File: src/rtl/icu_pkg.sv
// Shared opcode encodings and instruction-field helpers for the icu_core slice.
package icu_pkg;

  localparam logic [3:0] OP_NOPO = 4'h0;
  localparam logic [3:0] OP_LD   = 4'h1;
  localparam logic [3:0] OP_LDC  = 4'h2;
  localparam logic [3:0] OP_AND  = 4'h3;
  localparam logic [3:0] OP_ANDC = 4'h4;
  localparam logic [3:0] OP_OR   = 4'h5;
  localparam logic [3:0] OP_ORC  = 4'h6;
  localparam logic [3:0] OP_XNOR = 4'h7;
  localparam logic [3:0] OP_STO  = 4'h8;
  localparam logic [3:0] OP_STOC = 4'h9;
  localparam logic [3:0] OP_IEN  = 4'hA;
  localparam logic [3:0] OP_OEN  = 4'hB;
  localparam logic [3:0] OP_JMP  = 4'hC;
  localparam logic [3:0] OP_RTN  = 4'hD;
  localparam logic [3:0] OP_SKZ  = 4'hE;
  localparam logic [3:0] OP_NOPF = 4'hF;
  localparam logic [3:0] OP_CALL = 4'hF;

  // Opcode sits directly above the addr_w-bit address field.
  function automatic logic [3:0] instr_op(input logic [31:0] word, input int unsigned addr_w);
    return 4'(word >> addr_w);
  endfunction

  function automatic logic op_is_store(input logic [3:0] op);
    return (op == OP_STO) || (op == OP_STOC);
  endfunction

endpackage

File: src/rtl/icu_ret_stack.sv
// DEPTH x PC_W LIFO of return addresses; pushes when full and pops when empty are ignored.
module icu_ret_stack #(
  parameter int DEPTH = 4,
  parameter int PC_W  = 6
) (
  input  logic            clk,
  input  logic            rst,
  input  logic            push_i,
  input  logic            pop_i,
  input  logic [PC_W-1:0] data_i,
  output logic            full_o,
  output logic            empty_o,
  output logic [PC_W-1:0] top_o
);

  localparam int SP_W  = $clog2(DEPTH + 1);
  localparam int IDX_W = (DEPTH > 1) ? $clog2(DEPTH) : 1;

  logic [PC_W-1:0]  mem_q [DEPTH];
  logic [SP_W-1:0]  sp_q;
  logic [SP_W-1:0]  sp_m1_s;
  logic [IDX_W-1:0] wr_idx_s;
  logic [IDX_W-1:0] rd_idx_s;

  assign sp_m1_s  = sp_q - 1'b1;
  assign wr_idx_s = sp_q[IDX_W-1:0];
  assign rd_idx_s = sp_m1_s[IDX_W-1:0];
  assign full_o   = (sp_q == SP_W'(DEPTH));
  assign empty_o  = (sp_q == '0);
  assign top_o    = mem_q[rd_idx_s];

  // Stack pointer counts occupied entries.
  always_ff @(posedge clk) begin
    if (rst) begin
      sp_q <= '0;
    end else if (push_i && !full_o) begin
      sp_q <= sp_q + 1'b1;
    end else if (pop_i && !empty_o) begin
      sp_q <= sp_m1_s;
    end else begin
      sp_q <= sp_q;
    end
  end

  // Entry storage written at the current pointer on push.
  always_ff @(posedge clk) begin
    if (rst) begin
      for (int i = 0; i < DEPTH; i++) mem_q[i] <= '0;
    end else if (push_i && !full_o) begin
      mem_q[wr_idx_s] <= data_i;
    end
  end

endmodule

File: src/rtl/icu_core.sv
// W-bit industrial control unit: addressed I/O, program counter, skip logic.
// Define ICU_CALLSTACK_EN to turn opcode F into CALL and give RTN a real return stack.
module icu_core
  import icu_pkg::*;
#(
  parameter int W      = 8,
  parameter int ADDR_W = 6,
  parameter int PC_W   = 6,
  parameter int DEPTH  = 4
) (
  input  logic              clk,
  input  logic              rst,
  input  logic              instr_valid,
  input  logic [ADDR_W+3:0] instr,
  output logic [PC_W-1:0]   pc,
  output logic [ADDR_W-1:0] io_addr,
  input  logic [W-1:0]      din,
  output logic [W-1:0]      dout,
  output logic              wr,
  output logic [W-1:0]      rr_o,
  output logic              flg0,
  output logic              flgf,
  output logic              jmp,
  output logic              rtn,
  output logic              ovf,
  output logic              unf
);

  logic [PC_W-1:0]   pc_q, pc_d, pc_inc_s, tgt_s;
  logic [W-1:0]      rr_q, rr_d, md_s;
  logic              ien_q, ien_d, oen_q, oen_d, skip_q, skip_d;
  logic              ovf_q, ovf_d, unf_q, unf_d;
  logic [3:0]        op_s;
  logic [ADDR_W-1:0] addr_s;
  logic              exec_s;

  assign op_s     = instr_op(32'(instr), ADDR_W);
  assign addr_s   = instr[ADDR_W-1:0];
  assign tgt_s    = addr_s[PC_W-1:0];
  assign pc_inc_s = pc_q + 1'b1;
  assign exec_s   = instr_valid && !skip_q && !rst;
  assign md_s     = din & {W{ien_q}};

  assign pc      = pc_q;
  assign rr_o    = rr_q;
  assign io_addr = addr_s;
  assign ovf     = ovf_q;
  assign unf     = unf_q;

`ifdef ICU_CALLSTACK_EN
  logic            push_s, pop_s, full_s, empty_s;
  logic [PC_W-1:0] top_s;

  icu_ret_stack #(.DEPTH(DEPTH), .PC_W(PC_W)) u_ret_stack (
    .clk     (clk),
    .rst     (rst),
    .push_i  (push_s),
    .pop_i   (pop_s),
    .data_i  (pc_inc_s),
    .full_o  (full_s),
    .empty_o (empty_s),
    .top_o   (top_s)
  );
`endif

  // Next-state decode; a skipped word only advances pc and clears skip.
  always_comb begin
    pc_d   = pc_q;
    rr_d   = rr_q;
    ien_d  = ien_q;
    oen_d  = oen_q;
    skip_d = skip_q;
    ovf_d  = ovf_q;
    unf_d  = unf_q;
`ifdef ICU_CALLSTACK_EN
    push_s = 1'b0;
    pop_s  = 1'b0;
`endif
    if (instr_valid) begin
      pc_d   = pc_inc_s;
      skip_d = 1'b0;
      if (!skip_q) begin
        case (op_s)
          OP_LD:   rr_d = md_s;
          OP_LDC:  rr_d = ~md_s;
          OP_AND:  rr_d = rr_q & md_s;
          OP_ANDC: rr_d = rr_q & ~md_s;
          OP_OR:   rr_d = rr_q | md_s;
          OP_ORC:  rr_d = rr_q | ~md_s;
          OP_XNOR: rr_d = ~(rr_q ^ md_s);
          OP_IEN:  ien_d = din[0];
          OP_OEN:  oen_d = din[0];
          OP_JMP:  pc_d = tgt_s;
          OP_SKZ:  skip_d = (rr_q == '0);
`ifdef ICU_CALLSTACK_EN
          OP_RTN: begin
            if (empty_s) begin
              unf_d = 1'b1;
            end else begin
              pop_s  = 1'b1;
              pc_d   = top_s;
              skip_d = 1'b1;
            end
          end
          OP_CALL: begin
            if (full_s) begin
              ovf_d = 1'b1;
            end else begin
              push_s = 1'b1;
              pc_d   = tgt_s;
            end
          end
`else
          OP_RTN:  skip_d = 1'b1;
`endif
          default: pc_d = pc_inc_s;
        endcase
      end else begin
        skip_d = 1'b0;
      end
    end else begin
      pc_d = pc_q;
    end
  end

  // Architectural state registers.
  always_ff @(posedge clk) begin
    if (rst) begin
      pc_q   <= '0;
      rr_q   <= '0;
      ien_q  <= 1'b0;
      oen_q  <= 1'b0;
      skip_q <= 1'b0;
      ovf_q  <= 1'b0;
      unf_q  <= 1'b0;
    end else begin
      pc_q   <= pc_d;
      rr_q   <= rr_d;
      ien_q  <= ien_d;
      oen_q  <= oen_d;
      skip_q <= skip_d;
      ovf_q  <= ovf_d;
      unf_q  <= unf_d;
    end
  end

  // Strobes, pulses and store data for the word currently presented.
  always_comb begin
    flg0 = exec_s && (op_s == OP_NOPO);
`ifdef ICU_CALLSTACK_EN
    flgf = 1'b0;
`else
    flgf = exec_s && (op_s == OP_NOPF);
`endif
    jmp  = exec_s && (op_s == OP_JMP);
    rtn  = exec_s && (op_s == OP_RTN);
    wr   = exec_s && oen_q && op_is_store(op_s);
    case (op_s)
      OP_STO:  dout = rr_q;
      OP_STOC: dout = ~rr_q;
      default: dout = '0;
    endcase
  end

endmodule

File: config.mk
export PLATFORM = sky130hd
export DESIGN_NAME = icu_core
export DESIGN_NICKNAME = d
export VERILOG_FILES = /design/src/rtl/icu_pkg.sv /design/src/rtl/icu_ret_stack.sv /design/src/rtl/icu_core.sv
export SDC_FILE = /design/constraint.sdc
export NUM_CORES = 1
export LEC_CHECK = 0
export CORE_MARGIN = 3
export CORE_UTILIZATION = 44
export CTS_BUF_LIST = sky130_fd_sc_hd__clkbuf_8 sky130_fd_sc_hd__clkbuf_16
export CTS_CLUSTER_SIZE = 10
export DETAILED_ROUTE_END_ITERATION = 8
export PLACE_DENSITY = 0.8
export SLEW_MARGIN = 20
export SYNTH_ARGS = -nofsm -noshare
export SYNTH_HDL_FRONTEND = slang
export SYNTH_HIERARCHICAL = 1
export SYNTH_SLANG_ARGS = --single-unit
File: constraint.sdc
create_clock -name clk -period 2 [get_ports clk]
set_clock_uncertainty 0.2 [all_clocks]
set_input_delay 0.4 -clock clk [delete_from_list [all_inputs] [get_ports clk]]
set_output_delay 0.4 -clock clk [all_outputs]
set_load 0.03 [all_outputs]
# Word-level counts from Yosys, hierarchy flattened
# Index checks and enable logic that the tools add are counted.
# totals
ff_bits,17
inputBits,21
output_inout_bits,35
wordCells,54
# op_classes
addsub,1
n_eq_ne,15
n_mux,6
bitwise,10
reduce_logical,17
# op_table
op,count
$pmux W8 S7,1
$eq A4 B4 Y1 const B,8
$and A8 B8 Y8,3
$not A8 Y8,3
$eq A4 B3 Y1 const B,4
$or A8 B8 Y8,2
$pmux W8 S2,1
$mux W6,2
$reduce_and A3 Y1,3
$eq A4 B2 Y1 const B,2
$logic_and A1 B1 Y1,8
$logic_not A8 Y1,1
$xor A8 B8 Y8,1
$reduce_bool A7 Y1,1
$add A6 B1 Y6 const B,1
$eq A4 B1 Y1 const B,1
$logic_not A4 Y1,1
$logic_not A1 Y1,2
$pmux W1 S2,1
$logic_or A1 B1 Y1,1
$mux W1,1
$not A1 Y1,1

# Depth between registers and ports, before layout
# Gate-level depths: netlist of run 1.
# depth
ltp_word,5
depth_mapped,7
depth_no_buf,4

# Worst setup path before layout of run 1
# No wires, ideal clock.
# synth_timing
kind,input to output
from,in instr[7]
to,out flg0
arrival_ns,1.818
required_time_ns,1.400
slack_ns,-0.418
cell_stages,3
n_path_buf,1
cell_sequence,buf_4 > or3_1 > nor4_1
# synth_between
elab_chain_cells,2
# synth_rtl
element,line_no,text
from (decl),icu_core.sv:14,"input logic [ADDR_W+3:0] instr,"
$logic_not A4 Y1,icu_core.sv:149,flg0 = exec_s && (op_s == OP_NOPO);
$logic_and A1 B1 Y1,icu_core.sv:149,
to (decl),icu_core.sv:21,"output logic flg0,"
# Every way passes these cells.

# Worst setup path in the final report of run 1
# layout_timing
from,in instr[9]
to,out dout[7]
# layout_between
elab_chain_cells,2
elab_cells_between_ends,3
classes_between,eq/ne: 2; mux: 1
# layout_rtl
element,line_no,text
$eq A4 B4 Y1,icu_core.sv:158,case (op_s)
$pmux W8 S2 *,icu_core.sv:158,
to (decl),icu_core.sv:18,"output logic [W-1:0] dout,"
# Mark *: on every way between the ends. The rest lies on a longest branch, timed or not.

==> summary.md, run 1 <==
| Metric | Value |
|---|---|
| Clock Tree Root | clkbuf_8 |
| Design Area, Final | 0.002310 mm2 |
| DR iter-0 viols | 127 |
| Fmax | 0.5030 GHz |
| Clock edge transition at the registers on the reported setup and hold paths | 0.08 ns |
| WHS Endpoint | oen_q$_SDFFE_PP0P_ |
| Critical path class | primary input to primary output |
| Post-DP HPWL | 3476 um |
| Reg2reg path depth | 5 |
| Sequential-to-total area share from yosys stat | 0.2278 |
| Syn Area/Cell | 7.701 um2 |
| Num ports | 56 |
| Largest net degree at the start of global routing | 26 |
| Clk_lat worst skew | 0.25 ns |
| Share of layout cells above drive strength 1 | 0.3424 |
| Routed Antenna Nets | 0 |
| CTS max path bufs | 2 |
| Unrepaired setup endpoints after global routing | no |
| Status | finished clean |
| Final setup fails | 0 |
| Initial antenna violation count | 0 |
| Die height | 64.27 um |
| Initial Utilization | 0.4738 |
| IO buf count | 53 |
| Hold path depth | 2 |
| Total congestion overflow | 0 |
| N_diodes | 0 |
| Hold crit path type | register to register |
| Cells after synthesis | 194 |
| Post-CTS Setup Bufs | 0 |
| Commonest non-fill, non-tap cell in the layout | buf_4 |
| Hold Violations, Final | 0 |
| CP required | 1.40 ns |
| Cell area after synthesis | 0.001494 mm2 |
| CTS Buf Count | 3 |
| Static Leak | 0.9256 nW |
| Synth Register Bits | 17 |
| Crit path arrival time | 1.39 ns |
| Final Util | 0.7325 |
| First-pass GRT wire length | 7879 um |
| Power per cell area | 428.9 mW/mm2 |
| Die footprint | 0.004131 mm2 |
| Vias in the first global route | 1643 |
| WHS | 0.2882 ns |
| Via count | 1749 |
| Hold_sp | oen_q$_SDFFE_PP0P_ |
| Fin. max-slew vios | 0 |
| Setup TNS | 0 ns |
| Reg2reg setup slack | 0.30 ns |
| EDFF count, synth | 0 |
| Core Area | 0.003153 mm2 |
| Total wire length | 4748 um |
| Most frequent cells in the layout | buf_4 (46), clkdlybuf4s50_1 (18), o21ai_0 (16), dfxtp_1 (16), a21oi_1 (13) |
| Area grow syn2layout | 54.61% |
| H-tree Lvls | 1 |
| Critical Path Start Type | primary input |
| Period utilization | 0.9940 |
| Drt via density | 5.811 |
| Max-cap violation count | 0 |
| Post-synth top flop | dfxtp_1 |
| GPL Wtd Cong | 0.8177 |
| Drt first pass iters | 4 |
| NumNets Final | 280 |
| Post-synth ARST share | 0 |
| CTS sink count | 17 |
| R2R Path End | rr_o[1]$_SDFFE_PP0P_ |
| GRT Total Usage | 0.2361 |
| Wire length per cell | 15.77 um |
| Maximum VDD drop | 0.0002662 V |
| Warnings, synthesis | 6 |
| DP Area | 0.002178 mm2 |
| Minimum clock period | 1.988 ns |
| Cell variety after synth | 41 |
| Num rows | 20 |
| Die width | 64.27 um |
| Worst r2r src | skip_q$_SDFFE_PP0P_ |
| CP max FO | 8 |
| CP endpoint kind | primary output |
| Residual DRC | 0 |
| TritonCTS clock tree | built |
## state kept, by name, indices dropped and copies added (netlist names)
signal / cells
ien_q: 1
pc: 6
oen_q: 1
rr_o: 8
skip_q: 1
## critical path, stage by stage
cell             delay (ns)
clkdlybuf4s15_1        0.20
or3b_4                 0.50
nor2_2                 0.12
buf_4                  0.17
## cell families (layout without fill, tap and decap cells)
family	after synthesis	count (layout)	synth area share
other	1	2	0.002510
flip-flops	17	17	0.2278
buffers and inverters	30	92	0.1055
AO/OA/AOI/OAI	75	75	0.3627
AND/OR/NAND/NOR	57	57	0.2127
multiplexers	5	5	0.03350
adder cells (fa/ha/maj)	1	1	0.008374
XOR/XNOR	8	8	0.04690
## layout make-up
cell class	count	area, um2
Clock inverter	1	5.005
Fill cell	262	843.3
Timing Repair Buffer	87	747.0
Inverter	1	3.754
Multi-Input combinational cell	148	1116
Sequential cell	17	341.6
Tap cell	44	55.05
Clock buffer	3	41.29
## metal layers
metal / share of wire / global-route usage / vias to the layer above
met5: 0 / 0 / -
met4: 0.010 / 0.08179 / 0
met3: 0.073 / 0.03339 / 4
met2: 0.48 / 0.3814 / 78
met1: 0.44 / 0.3191 / 813
li1: - / - / 854
## stage by stage
step           cells  total power (W)  setup slack [ns]
3_5_place_dp     297        0.0007111           -0.3478
5_1_grt          301         0.001040         0.0003875
4_1_cts          301        0.0009927          0.001080
3_3_place_gp     297        0.0007066           -0.3023
2_1_floorplan    195        0.0005649           -0.1013
6_report         301        0.0009907           0.01199
## worst max-delay path by stage
stage / start / to / slack [ns] / cells past startpoint
after CTS: rr_o[2]$_SDFFE_PP0P_ / rr_o[2] / 0.001 / 1
after global placement: instr[7] / dout[4] / -0.30 / 4
after floorplan: instr[7] / dout[0] / -0.10 / 4
after global routing: pc[0]$_SDFFE_PP0P_ / pc[0] / 0.0004 / 1
final: instr[9] / dout[7] / 0.01 / 4
after detailed placement: instr[7] / dout[0] / -0.35 / 4
## repair_timing
item,4_1_cts,5_1_grt
pin swaps,8,2
setup endpoints to repair,29,9
hold buffers,0,0
gates resized for setup,43,11
## where the power goes
group	switching, W	internal (W)
sequential	0.0000140	0.000349
combinational	0.000195	0.000162
clock	0.000132	0.000138
total	0.000341	0.000650
## cells in the mapped netlist (2+ instances only)
cell type  instances  area (um2)
xnor2_1            8       70.07
mux2i_1            5       50.05
a21oi_1           13       65.06
a311oi_1          10       87.58
nand3_1            2       10.01
nor4_1             3       18.77
buf_1              4       15.01
nor2_1            18       67.56
dfxtp_1           17       340.3
nand2b_1          13       81.33
clkbuf_1          12       45.04
o21ai_0           16       80.08
a31oi_1            8       50.05
and2_1             2       12.51
a221oi_1           8       70.07
or3b_1             2       17.52
o2bb2ai_1          2       17.52
o22ai_2            8       100.1
a211oi_1           3       22.52
nor2b_1            3       18.77
buf_4              9       67.56
a2111oi_0          2       17.52
nand2_1            4       15.01
buf_2              3       15.01
o21ai_1            3       15.01
Power figures use the tool's default switching activity.
==> run 2, diff against run 1 <==
Settings changed: CORE_MARGIN 3 to 2.
==> run 2 against run 1 <==
Register-to-register slack worse by 0.05 ns. Largest power group is now combinational logic. Clock-buffer cell count unchanged. Cell count up 2.7%. Power up 0.76%. Critical path depth unchanged. Sequential power about the same. Non-clock buffer count is 6 higher. First-iteration DRC count fell by 0.79%.
==> summary.md, run 2 (same netlist as run 1, synthesis figures left out) <==
| Metric | Value |
|---|---|
| CTS sink count | 17 |
| Clock edge transition at the registers on the reported setup and hold paths | 0.07 ns |
| Area grow syn2layout | 56.45% |
| Clock Tree Root | clkbuf_8 |
| Initial antenna violation count | 0 |
| CTS Buf Count | 3 |
| Fillers | 279 |
| Max-cap violation count | 0 |
| CP max FO | 4 |
| CP required | 1.40 ns |
| Drt via density | 5.799 |
| Routed Antenna Nets | 0 |
| Met2 Use GR | 0.4063 |
| Fin. max-slew vios | 0 |
| Core Area | 0.003311 mm2 |
| Clk_lat worst skew | 0.26 ns |
| N_diodes | 0 |
| Post-CTS Hold Buffers | 0 |
| Vias in the first global route | 1723 |
| Post-DP HPWL | 3458 um |
| Num ports | 56 |
| Largest net degree at the start of global routing | 26 |
| IO buf count | 53 |
| Die footprint | 0.003878 mm2 |
| Minimum clock period | 1.973 ns |
| Drt first pass iters | 5 |
| Die width | 62.27 um |
| Unrepaired setup endpoints after global routing | no |
| Total wire length | 4835 um |
| H-tree Lvls | 1 |
| Status | finished clean |
| Most frequent cells in the layout | buf_4 (53), clkdlybuf4s50_1 (20), dfxtp_1 (17) |
| Met1 Usage GRT | 0.3251 |
| Worst r2r src | skip_q$_SDFFE_PP0P_ |
| Via count | 1792 |
| Final setup fails | 0 |
| NumNets Final | 286 |
| Critical path launch point | instr[7] |
| Die height | 62.27 um |
| Hold Violations, Final | 0 |
| Period utilization | 0.9865 |
| Hold crit path type | register to register |
| Critical path class | primary input to primary output |
| Total congestion overflow | 0 |
| Crit path arrival time | 1.37 ns |
| Pwr Total | 0.0009982 W |
| Top Usage Layer GRT | met2 |
| Max reg flops | 8 |
| First-pass GRT wire length | 7872 um |
| Initial Utilization | 0.4512 |
| CTS max path bufs | 2 |
| GPL Wtd Cong | 0.8610 |
| Maximum VDD drop | 0.0002756 V |
| Share of layout cells above drive strength 1 | 0.3384 |
| Power per cell area | 427.1 mW/mm2 |
| Commonest non-fill, non-tap cell in the layout | buf_4 |
| Wire length per cell | 15.65 um |
| Hold_sp | oen_q$_SDFFE_PP0P_ |
| CP endpoint kind | primary output |
| DR iter-0 viols | 126 |
| Static Leak | 0.9618 nW |
| Met3 GRT Util | 0.03080 |
| Setup TNS | 0 ns |
| Fmax | 0.5069 GHz |
| GRT Total Usage | 0.2446 |
| Num rows | 21 |
| Critical Path Start Type | primary input |
| TritonCTS clock tree | built |
| Residual DRC | 0 |
-- run 2: cell count changes in the layout (fill, tap and decap cells not counted), sizes merged --
| cell | before | now |
|---|---|---|
| dlygate4sd2 | 9 | 5 |
| dlymetal6s2s | 2 | 4 |
| clkdlybuf4s50 | 18 | 20 |
| buf | 56 | 62 |
-- run 2: power breakdown --
part	internal [W]	switching (W)	total (W)
clock network	0.000139	0.000133	0.000272
logic	0.000170	0.000195	0.000365
registers	0.000349	0.0000127	0.000362
-- run 2: worst max-delay path, stage by stage --
cell and delay [ns]:
buf_2 0.13, or3_4 0.37, nor4_2 0.27, buf_4 0.20
-- run 2: stage by stage --
| stage | utilization | hold WS [ns] | cells | cell area (um2) | setup WS [ns] |
|---|---|---|---|---|---|
| after detailed placement | 0.6723 | 0.2715 | 305 | 2226 | -0.3291 |
| after floorplan | - | 0.2592 | 195 | 1526 | -0.1013 |
| after global placement | 0.6723 | 0.2685 | 305 | 2226 | -0.2952 |
| final | 0.7060 | 0.2770 | 309 | 2337 | 0.02705 |
| after CTS | 0.6916 | 0.2821 | 309 | 2290 | 0.006832 |
| after global routing | 0.7060 | 0.3325 | 309 | 2337 | 0.0004924 |
-- run 2: path summary, 6_finish.rpt --
path	end	slack, ns	cells past startpoint
max reg2reg	rr_o[5]$_SDFFE_PP0P_	0.25	5
max	flg0	0.03	4
min	oen_q$_SDFFE_PP0P_	0.28	2
min reg2reg	oen_q$_SDFFE_PP0P_	0.28	2
-- run 2: repair_timing --
action,in CTS,in global routing
pin swaps,2,2
resized for setup,28,16
endpoints found under the setup margin,26,15
buffers inserted,0,0
-- run 2: layout make-up --
cell class / count / area, um2 / share of cell area
clock inverter: 1 / 5.005 / 0.002141
inverter: 1 / 3.754 / 0.001606
multi-input combinational: 148 / 1090 / 0.4663
tap: 46 / 57.56 / 0.02463
sequential: 17 / 340.3 / 0.1456
clock buffer: 3 / 41.29 / 0.01767
timing repair buffer: 93 / 799.5 / 0.3421
-- run 2: layer usage --
metal | wire [um] | vias to the layer above
li1 | - | 863
met4 | 57 | 0
met3 | 367 | 7
met5 | 0 | -
met1 | 2054 | 836
met2 | 2355 | 86
